**src/rtl/fp_pkg.sv**
```systemverilog
// Shared single-precision field widths, constants and the align-stage state encoding.
package fp_pkg;

  localparam int EXP_W  = 8;
  localparam int FRAC_W = 23;
  localparam int MANT_W = 24;
  localparam int GRS_W  = 3;
  localparam logic [EXP_W-1:0] EXP_MAX = 8'hFF;

  typedef enum logic [1:0] {
    IDLE,
    ALIGN,
    DONE
  } state_t;

endpackage

```
**src/rtl/fp_classify.sv**
```systemverilog
// Combinational unpack of one IEEE-754 single: sign, exponent, mantissa with hidden bit, class flags.
// Zero latency, no flow control.
module fp_classify
  import fp_pkg::*;
(
  input  logic [31:0]       i_word,
  output logic              o_sign,
  output logic [EXP_W-1:0]  o_exp,
  output logic [MANT_W-1:0] o_mant,
  output logic              o_is_zero,
  output logic              o_is_exc
);

  logic [FRAC_W-1:0] w_frac;

  assign o_sign    = i_word[31];
  assign o_exp     = i_word[30:FRAC_W];
  assign w_frac    = i_word[FRAC_W-1:0];
  assign o_mant    = {(o_exp != '0), w_frac};
  assign o_is_zero = (o_exp == '0) && (w_frac == '0);
  // Denormals are routed to the exception path along with Inf/NaN.
  assign o_is_exc  = (o_exp == EXP_MAX) || ((o_exp == '0) && (w_frac != '0));

endmodule

```
**src/rtl/fp_align_unpack.sv**
```systemverilog
// FP add/sub operand stage: unpack, order by magnitude, iteratively align smaller mantissa with GRS.
// Latency 1 + ceil(shift/SHIFT_STEP); in_ready only in IDLE, outputs held in DONE until out_ready.
module fp_align_unpack
  import fp_pkg::*;
#(
  parameter int SHIFT_STEP = 4,
  parameter int MAX_SHIFT  = 27
) (
  input  logic                    clk,
  input  logic                    reset,
  input  logic                    in_valid,
  output logic                    in_ready,
  input  logic [31:0]             a,
  input  logic [31:0]             b,
  input  logic                    sub,
  output logic                    out_valid,
  input  logic                    out_ready,
  output logic                    sign_big,
  output logic                    sign_small,
  output logic                    eff_sub,
  output logic [EXP_W-1:0]        exp_common,
  output logic [MANT_W-1:0]       mant_big,
  output logic [MANT_W+GRS_W-1:0] mant_small,
  output logic                    swap,
  output logic                    exception
);

  localparam int ALN_W = MANT_W + GRS_W;
  localparam logic [4:0]       STEP_C  = 5'(SHIFT_STEP);
  localparam logic [4:0]       CNT_MAX = 5'(MAX_SHIFT);
  localparam logic [8:0]       DIFF_MX = 9'(MAX_SHIFT);
  localparam logic [ALN_W-1:0] ONE_C   = ALN_W'(1);

  state_t r_state;
  state_t w_next_state;

  logic [4:0]        r_cnt;
  logic              r_sign_big;
  logic              r_sign_small;
  logic [EXP_W-1:0]  r_exp;
  logic [MANT_W-1:0] r_mant_big;
  logic [ALN_W-1:0]  r_mant_small;
  logic              r_swap;
  logic              r_exc;

  logic              w_sign_a, w_sign_b_raw, w_sign_b;
  logic [EXP_W-1:0]  w_exp_a, w_exp_b;
  logic [MANT_W-1:0] w_mant_a, w_mant_b;
  logic              w_zero_a, w_zero_b;
  logic              w_exc_a, w_exc_b;

  fp_classify u_cls_a (
    .i_word    (a),
    .o_sign    (w_sign_a),
    .o_exp     (w_exp_a),
    .o_mant    (w_mant_a),
    .o_is_zero (w_zero_a),
    .o_is_exc  (w_exc_a)
  );

  fp_classify u_cls_b (
    .i_word    (b),
    .o_sign    (w_sign_b_raw),
    .o_exp     (w_exp_b),
    .o_mant    (w_mant_b),
    .o_is_zero (w_zero_b),
    .o_is_exc  (w_exc_b)
  );

  // Capture-side operand ordering and initial shift count.
  logic              w_swap;
  logic              w_exc;
  logic [EXP_W-1:0]  w_exp_big, w_exp_small;
  logic [MANT_W-1:0] w_mant_big, w_mant_small_raw, w_mant_small;
  logic              w_small_zero;
  logic [8:0]        w_diff;
  logic [4:0]        w_cnt_init;
  logic              w_accept;

  assign w_sign_b = w_sign_b_raw ^ sub;
  assign w_swap   = (w_exp_b > w_exp_a) ||
                    ((w_exp_b == w_exp_a) && (w_mant_b[FRAC_W-1:0] > w_mant_a[FRAC_W-1:0]));
  assign w_exc    = w_exc_a | w_exc_b;

  assign w_exp_big        = w_swap ? w_exp_b  : w_exp_a;
  assign w_exp_small      = w_swap ? w_exp_a  : w_exp_b;
  assign w_mant_big       = w_swap ? w_mant_b : w_mant_a;
  assign w_mant_small_raw = w_swap ? w_mant_a : w_mant_b;
  assign w_small_zero     = w_swap ? w_zero_a : w_zero_b;
  assign w_mant_small     = w_small_zero ? '0 : w_mant_small_raw;

  assign w_diff     = {1'b0, w_exp_big} - {1'b0, w_exp_small};
  assign w_cnt_init = (w_diff > DIFF_MX) ? CNT_MAX : w_diff[4:0];
  assign w_accept   = in_valid && (r_state == IDLE);

  // One alignment step; bits falling off the bottom fold into the sticky bit.
  logic [4:0]       w_sh;
  logic [4:0]       w_cnt_next;
  logic [ALN_W-1:0] w_mask;
  logic             w_lost;
  logic [ALN_W-1:0] w_shifted;

  assign w_sh       = (r_cnt < STEP_C) ? r_cnt : STEP_C;
  assign w_cnt_next = r_cnt - w_sh;
  assign w_mask     = (ONE_C << w_sh) - ONE_C;
  assign w_lost     = |(r_mant_small & w_mask);
  assign w_shifted  = (r_mant_small >> w_sh) | {{(ALN_W-1){1'b0}}, w_lost};

  always_ff @(posedge clk or negedge reset) begin
    if (!reset) begin
      r_state <= IDLE;
    end else begin
      r_state <= w_next_state;
    end
  end

  always_comb begin
    w_next_state = r_state;
    case (r_state)
      IDLE: begin
        if (in_valid) begin
          if (w_exc || (w_cnt_init == '0)) begin
            w_next_state = DONE;
          end else begin
            w_next_state = ALIGN;
          end
        end
      end
      ALIGN: begin
        if (w_cnt_next == '0) begin
          w_next_state = DONE;
        end
      end
      DONE: begin
        if (out_ready) begin
          w_next_state = IDLE;
        end
      end
      default: w_next_state = IDLE;
    endcase
  end

  always_ff @(posedge clk or negedge reset) begin
    if (!reset) begin
      r_cnt        <= '0;
      r_sign_big   <= 1'b0;
      r_sign_small <= 1'b0;
      r_exp        <= '0;
      r_mant_big   <= '0;
      r_mant_small <= '0;
      r_swap       <= 1'b0;
      r_exc        <= 1'b0;
    end else if (w_accept) begin
      r_sign_big   <= w_swap ? w_sign_b : w_sign_a;
      r_sign_small <= w_swap ? w_sign_a : w_sign_b;
      r_swap       <= w_swap;
      r_exc        <= w_exc;
      if (w_exc) begin
        r_exp        <= '0;
        r_mant_big   <= '0;
        r_mant_small <= '0;
        r_cnt        <= '0;
      end else begin
        r_exp        <= w_exp_big;
        r_mant_big   <= w_mant_big;
        r_mant_small <= {w_mant_small, {GRS_W{1'b0}}};
        r_cnt        <= w_cnt_init;
      end
    end else if (r_state == ALIGN) begin
      r_mant_small <= w_shifted;
      r_cnt        <= w_cnt_next;
    end
  end

  assign in_ready   = (r_state == IDLE);
  assign out_valid  = (r_state == DONE);
  assign sign_big   = r_sign_big;
  assign sign_small = r_sign_small;
  assign eff_sub    = r_sign_big ^ r_sign_small;
  assign exp_common = r_exp;
  assign mant_big   = r_mant_big;
  assign mant_small = r_mant_small;
  assign swap       = r_swap;
  assign exception  = r_exc;

endmodule

```
**config.mk**
```make
export PLATFORM = sky130hd
export DESIGN_NAME = fp_align_unpack
export DESIGN_NICKNAME = d
export VERILOG_FILES = /design/src/rtl/fp_pkg.sv /design/src/rtl/fp_classify.sv /design/src/rtl/fp_align_unpack.sv
export SDC_FILE = /design/constraint.sdc
export NUM_CORES = 1
export LEC_CHECK = 0
export CORE_UTILIZATION = 35
export CTS_CLUSTER_SIZE = 10
export DETAILED_ROUTE_END_ITERATION = 16
export GPL_TIMING_DRIVEN = 0
export SYNTH_ARGS = -nofsm -noshare
export SYNTH_HDL_FRONTEND = slang
export SYNTH_SLANG_ARGS = --single-unit
export TNS_END_PERCENT = 50
```
**constraint.sdc**
```tcl
create_clock -name clk -period 6.05 [get_ports clk]
set_clock_uncertainty 0.1 [all_clocks]
set_input_delay 0.605 -clock clk [delete_from_list [all_inputs] [get_ports clk]]
set_output_delay 0.605 -clock clk [all_outputs]
set_load 0.03 [all_outputs]
```
==> out/qor.yml <==
placed_design:
  dpl_worst_slack_ps: 177.6
  finalWeightedCongestion: 0.8993
  dp_hpwl_um: 16810
  io_buffers: 134
  dp.cells: 1044
floorplan:
  core_area_um2: 16760
  die_w_um: 133.8
  ios: 135
  fp.dieH_um: 133.8
  rows: 47
  die_area_um2: 17890
  initial_core_util: 0.3625
synthesis:
  synth-main-ff-cell: "dfrtp_1"
  synthesis.instances: 689
  synth_fp_nets: 792
  synthArstFlopShare: 1.000
  synth_edf_count: 0
  ys_ff_latch: 70
  seq_area_frac_synth: 0.2883
  synth_warnings: 0
  syn-cell-area_um2: 6076
  ys_types: 62
  syn_avg_cell_area_um2: 8.818
setup_path:
  required_ps: 6190
  crit_fanout: 10
  crit_type: "input port to register"
  worst_setup_path_end_kind: "register"
  crit_path_cell_trace: "clkdlybuf4s50_1, inv_1, ha_1, nand4_1, a2111oi_4, o211ai_1, o211ai_1, nor3_2, clkbuf_1, nor2_1, a21oi_1, ha_1, o21ai_0, o21ai_0, a22o_1, a31oi_1, or2_2, xnor2_1, a21oi_1, a31o_2"
  critPathLaunchType: "input port"
  arrival_ps: 5790
  r2r_slack_ps: 2480
  critPathSlowestCell: "clkbuf_1"
  max_stage_delay_ps: 630
clock_tree:
  cts.sinks: 70
  cts-htree-levels: 3
  cts_setup_buffers: 0
  ctsLongestPathBuffers: 2
  cts_root_buf: "clkbuf_16"
  cts_resized: 0
  cts_buffers: 9
  cts_tree: "done"
  clkLatencyLatePin_ps: 350
  cts_hold_buffers: 0
  clk_pin_slew_ps: 70
timing:
  maxSlewHeadroom: 0.2613
  fin_setup_tns_ps: 0
  hold_viol: 0
  clock.fmax_mhz: 177.0
  setup_slack_ps: 399.6
  setup-violations-final: 0
  min_period_ps: 5650
  slew_violations: 0
  finalCritPeriodShare: 0.9340
  worst_pin_slew_ps: 1100
  rsz0062_at_grt: "false"
route:
  first_iter_violations: 646
  via_per_inst: 5.903
  vias: 6257
  final_antenna_net_count: 0
  drc: 0
  wl_um: 21610
  dr.pass1.iters: 5
  post_drt_wl_per_cell_um: 20.39
pwr:
  total_power_mw: 4.050
  leakage_nw: 3.335
  pwr_density_cell_nw_per_um2: 504.7
  ir_drop_mv: 0.3183
layout:
  drive_above_1_share: 0.07024
  syn2layout_area_growth_pct: 32.08
  fill_cells: 1576
  diodes: 0
  final_cells: 1060
  multi_input_area_um2: 3995
  fin_nets: 938
  fin_util: 0.4788
  final-seq-area_um2: 1752
worst_hold_path:
  min_path_type: "input port to asynchronous set/reset pin"
job:
  drv_cap: 0
global_route:
  grt_start_max_net_pins: 51
  first_global_vias: 6205
  antenna_found_initial: 0
  grt_usage: 0.2464
  grt_pass1_wl_um: 34260
  grt_overflow: 0
outcome:
  outcome: "finished clean"
-- sequential cells by signal, summed over array words and instances (netlist names) --
signal,cells
mant_small,27
mant_big,24
exp_common,8
r_cnt,5
r_state,2
exception,1
sign_big,1
sign_small,1
swap,1
-- critical path, delay by kind of cell --
| family | cells | cell delay [ps] |
|---|---|---|
| xor+xnor | 1 | 510 |
| compound gates | 10 | 1520 |
| buf+inv | 3 | 1310 |
| fa+ha+maj | 2 | 630 |
| simple gates | 4 | 1210 |
-- through the flow --
| step | area [um2] | hold slack (ps) |
|---|---|---|
| 3_3_place_gp | 7692 | 362.7 |
| 6_report | 8025 | 58.60 |
| 3_5_place_dp | 7717 | 377.2 |
| 4_1_cts | 8025 | 60.14 |
| 2_1_floorplan | 6076 | 209.4 |
| 5_1_grt | 8025 | 75.38 |
-- cells in the final DEF (no fill, tap or decap), types with 12 or more instances in the layout --
cell / n
a21oi_1: 40
clkbuf_1: 31
clkdlybuf4s50_1: 133
dfrtp_1: 70
ha_1: 34
inv_1: 41
mux2i_1: 72
mux4_2: 19
nand2_1: 78
nand4_1: 15
nor2_1: 30
nor2b_1: 12
nor4_1: 21
o21a_1: 24
o21ai_0: 53
o221ai_1: 19
-- power by group --
part,switching (mW),internal (mW)
clock,0.233,0.334
combinational,1.42,1.07
sequential,0.281,0.707
total,1.94,2.11
-- final timing paths --
| check | depth (start not counted) | startpoint | end |
|---|---|---|---|
| worst max-delay path | 20 | a[28] | r_cnt[2]$_DFFE_PN0P_ |
| worst min-delay path | 1 | reset | exp_common[5]$_DFFE_PN0P_ |
| worst max register to register | 13 | r_cnt[3]$_DFFE_PN0P_ | r_state[1]$_DFFE_PN0P_ |
| worst min register to register | 2 | exp_common[4]$_DFFE_PN0P_ | exp_common[4]$_DFFE_PN0P_ |
| max in group asynchronous | 2 | reset | mant_small[16]$_DFFE_PN0P_ |
| min in group clk | 2 | exp_common[4]$_DFFE_PN0P_ | exp_common[4]$_DFFE_PN0P_ |
-- metal layers --
metal / global-route usage / share of wire / vias to the layer above
li1: - / - / 2886
met1: 0.3300 / 0.44 / 3054
met2: 0.3946 / 0.47 / 281
met3: 0.04680 / 0.067 / 36
met4: 0.08712 / 0.024 / 0
met5: 0 / 0 / -
-- cell families after synthesis --
| family | synth area share |
|---|---|
| AO/OA/AOI/OAI | 0.2294 |
| AND/OR/NAND/NOR | 0.1580 |
| multiplexers | 0.1909 |
| buffers and inverters | 0.05416 |
| flip-flops | 0.2883 |
| adder cells (fa/ha/maj) | 0.07002 |
| XOR/XNOR | 0.008649 |
| other | 0.0006172 |
-- synthesized netlist by cell type (2+ instances only) --
master,instances,share of area
o21bai_1,3,0.0037
a21oi_1,40,0.033
nand3_1,8,0.0066
o22ai_1,6,0.0062
o221ai_1,19,0.027
or2_2,2,0.0021
o21a_1,24,0.030
a211o_1,4,0.0058
nand4_1,15,0.015
nor4_1,21,0.022
a211oi_1,5,0.0062
a31o_2,2,0.0029
a21boi_0,2,0.0025
nor3_1,9,0.0074
buf_2,8,0.0066
ha_1,34,0.070
dfrtp_1,70,0.29
xor2_1,2,0.0029
a311oi_1,2,0.0029
mux4_2,19,0.070
nor2b_1,12,0.012
o211ai_1,5,0.0062
nand2_1,78,0.048
and2_1,5,0.0051
xnor2_1,4,0.0058
a22o_1,2,0.0029
nand2b_1,7,0.0072
nor4b_1,3,0.0043
o21ai_0,53,0.044
a22oi_1,3,0.0037
or3_1,3,0.0031
o31ai_1,4,0.0049
clkbuf_1,31,0.019
a21o_1,4,0.0049
mux2i_1,72,0.12
o211a_1,3,0.0049
inv_1,41,0.025
buf_4,2,0.0025
o32a_1,2,0.0033
nor2_1,30,0.019
a31oi_1,9,0.0093
-- cell type report --
cell class | instances | area share
Sequential cell | 70 | 0.2183
Multi-Input combinational cell | 536 | 0.4978
Inverter | 41 | 0.01918
Clock inverter | 6 | 0.008575
Buffer | 42 | 0.02183
Timing Repair Buffer | 135 | 0.1703
Clock buffer | 10 | 0.02978
Tap cell | 220 | 0.03430
(Power assumes the default switching activity.)
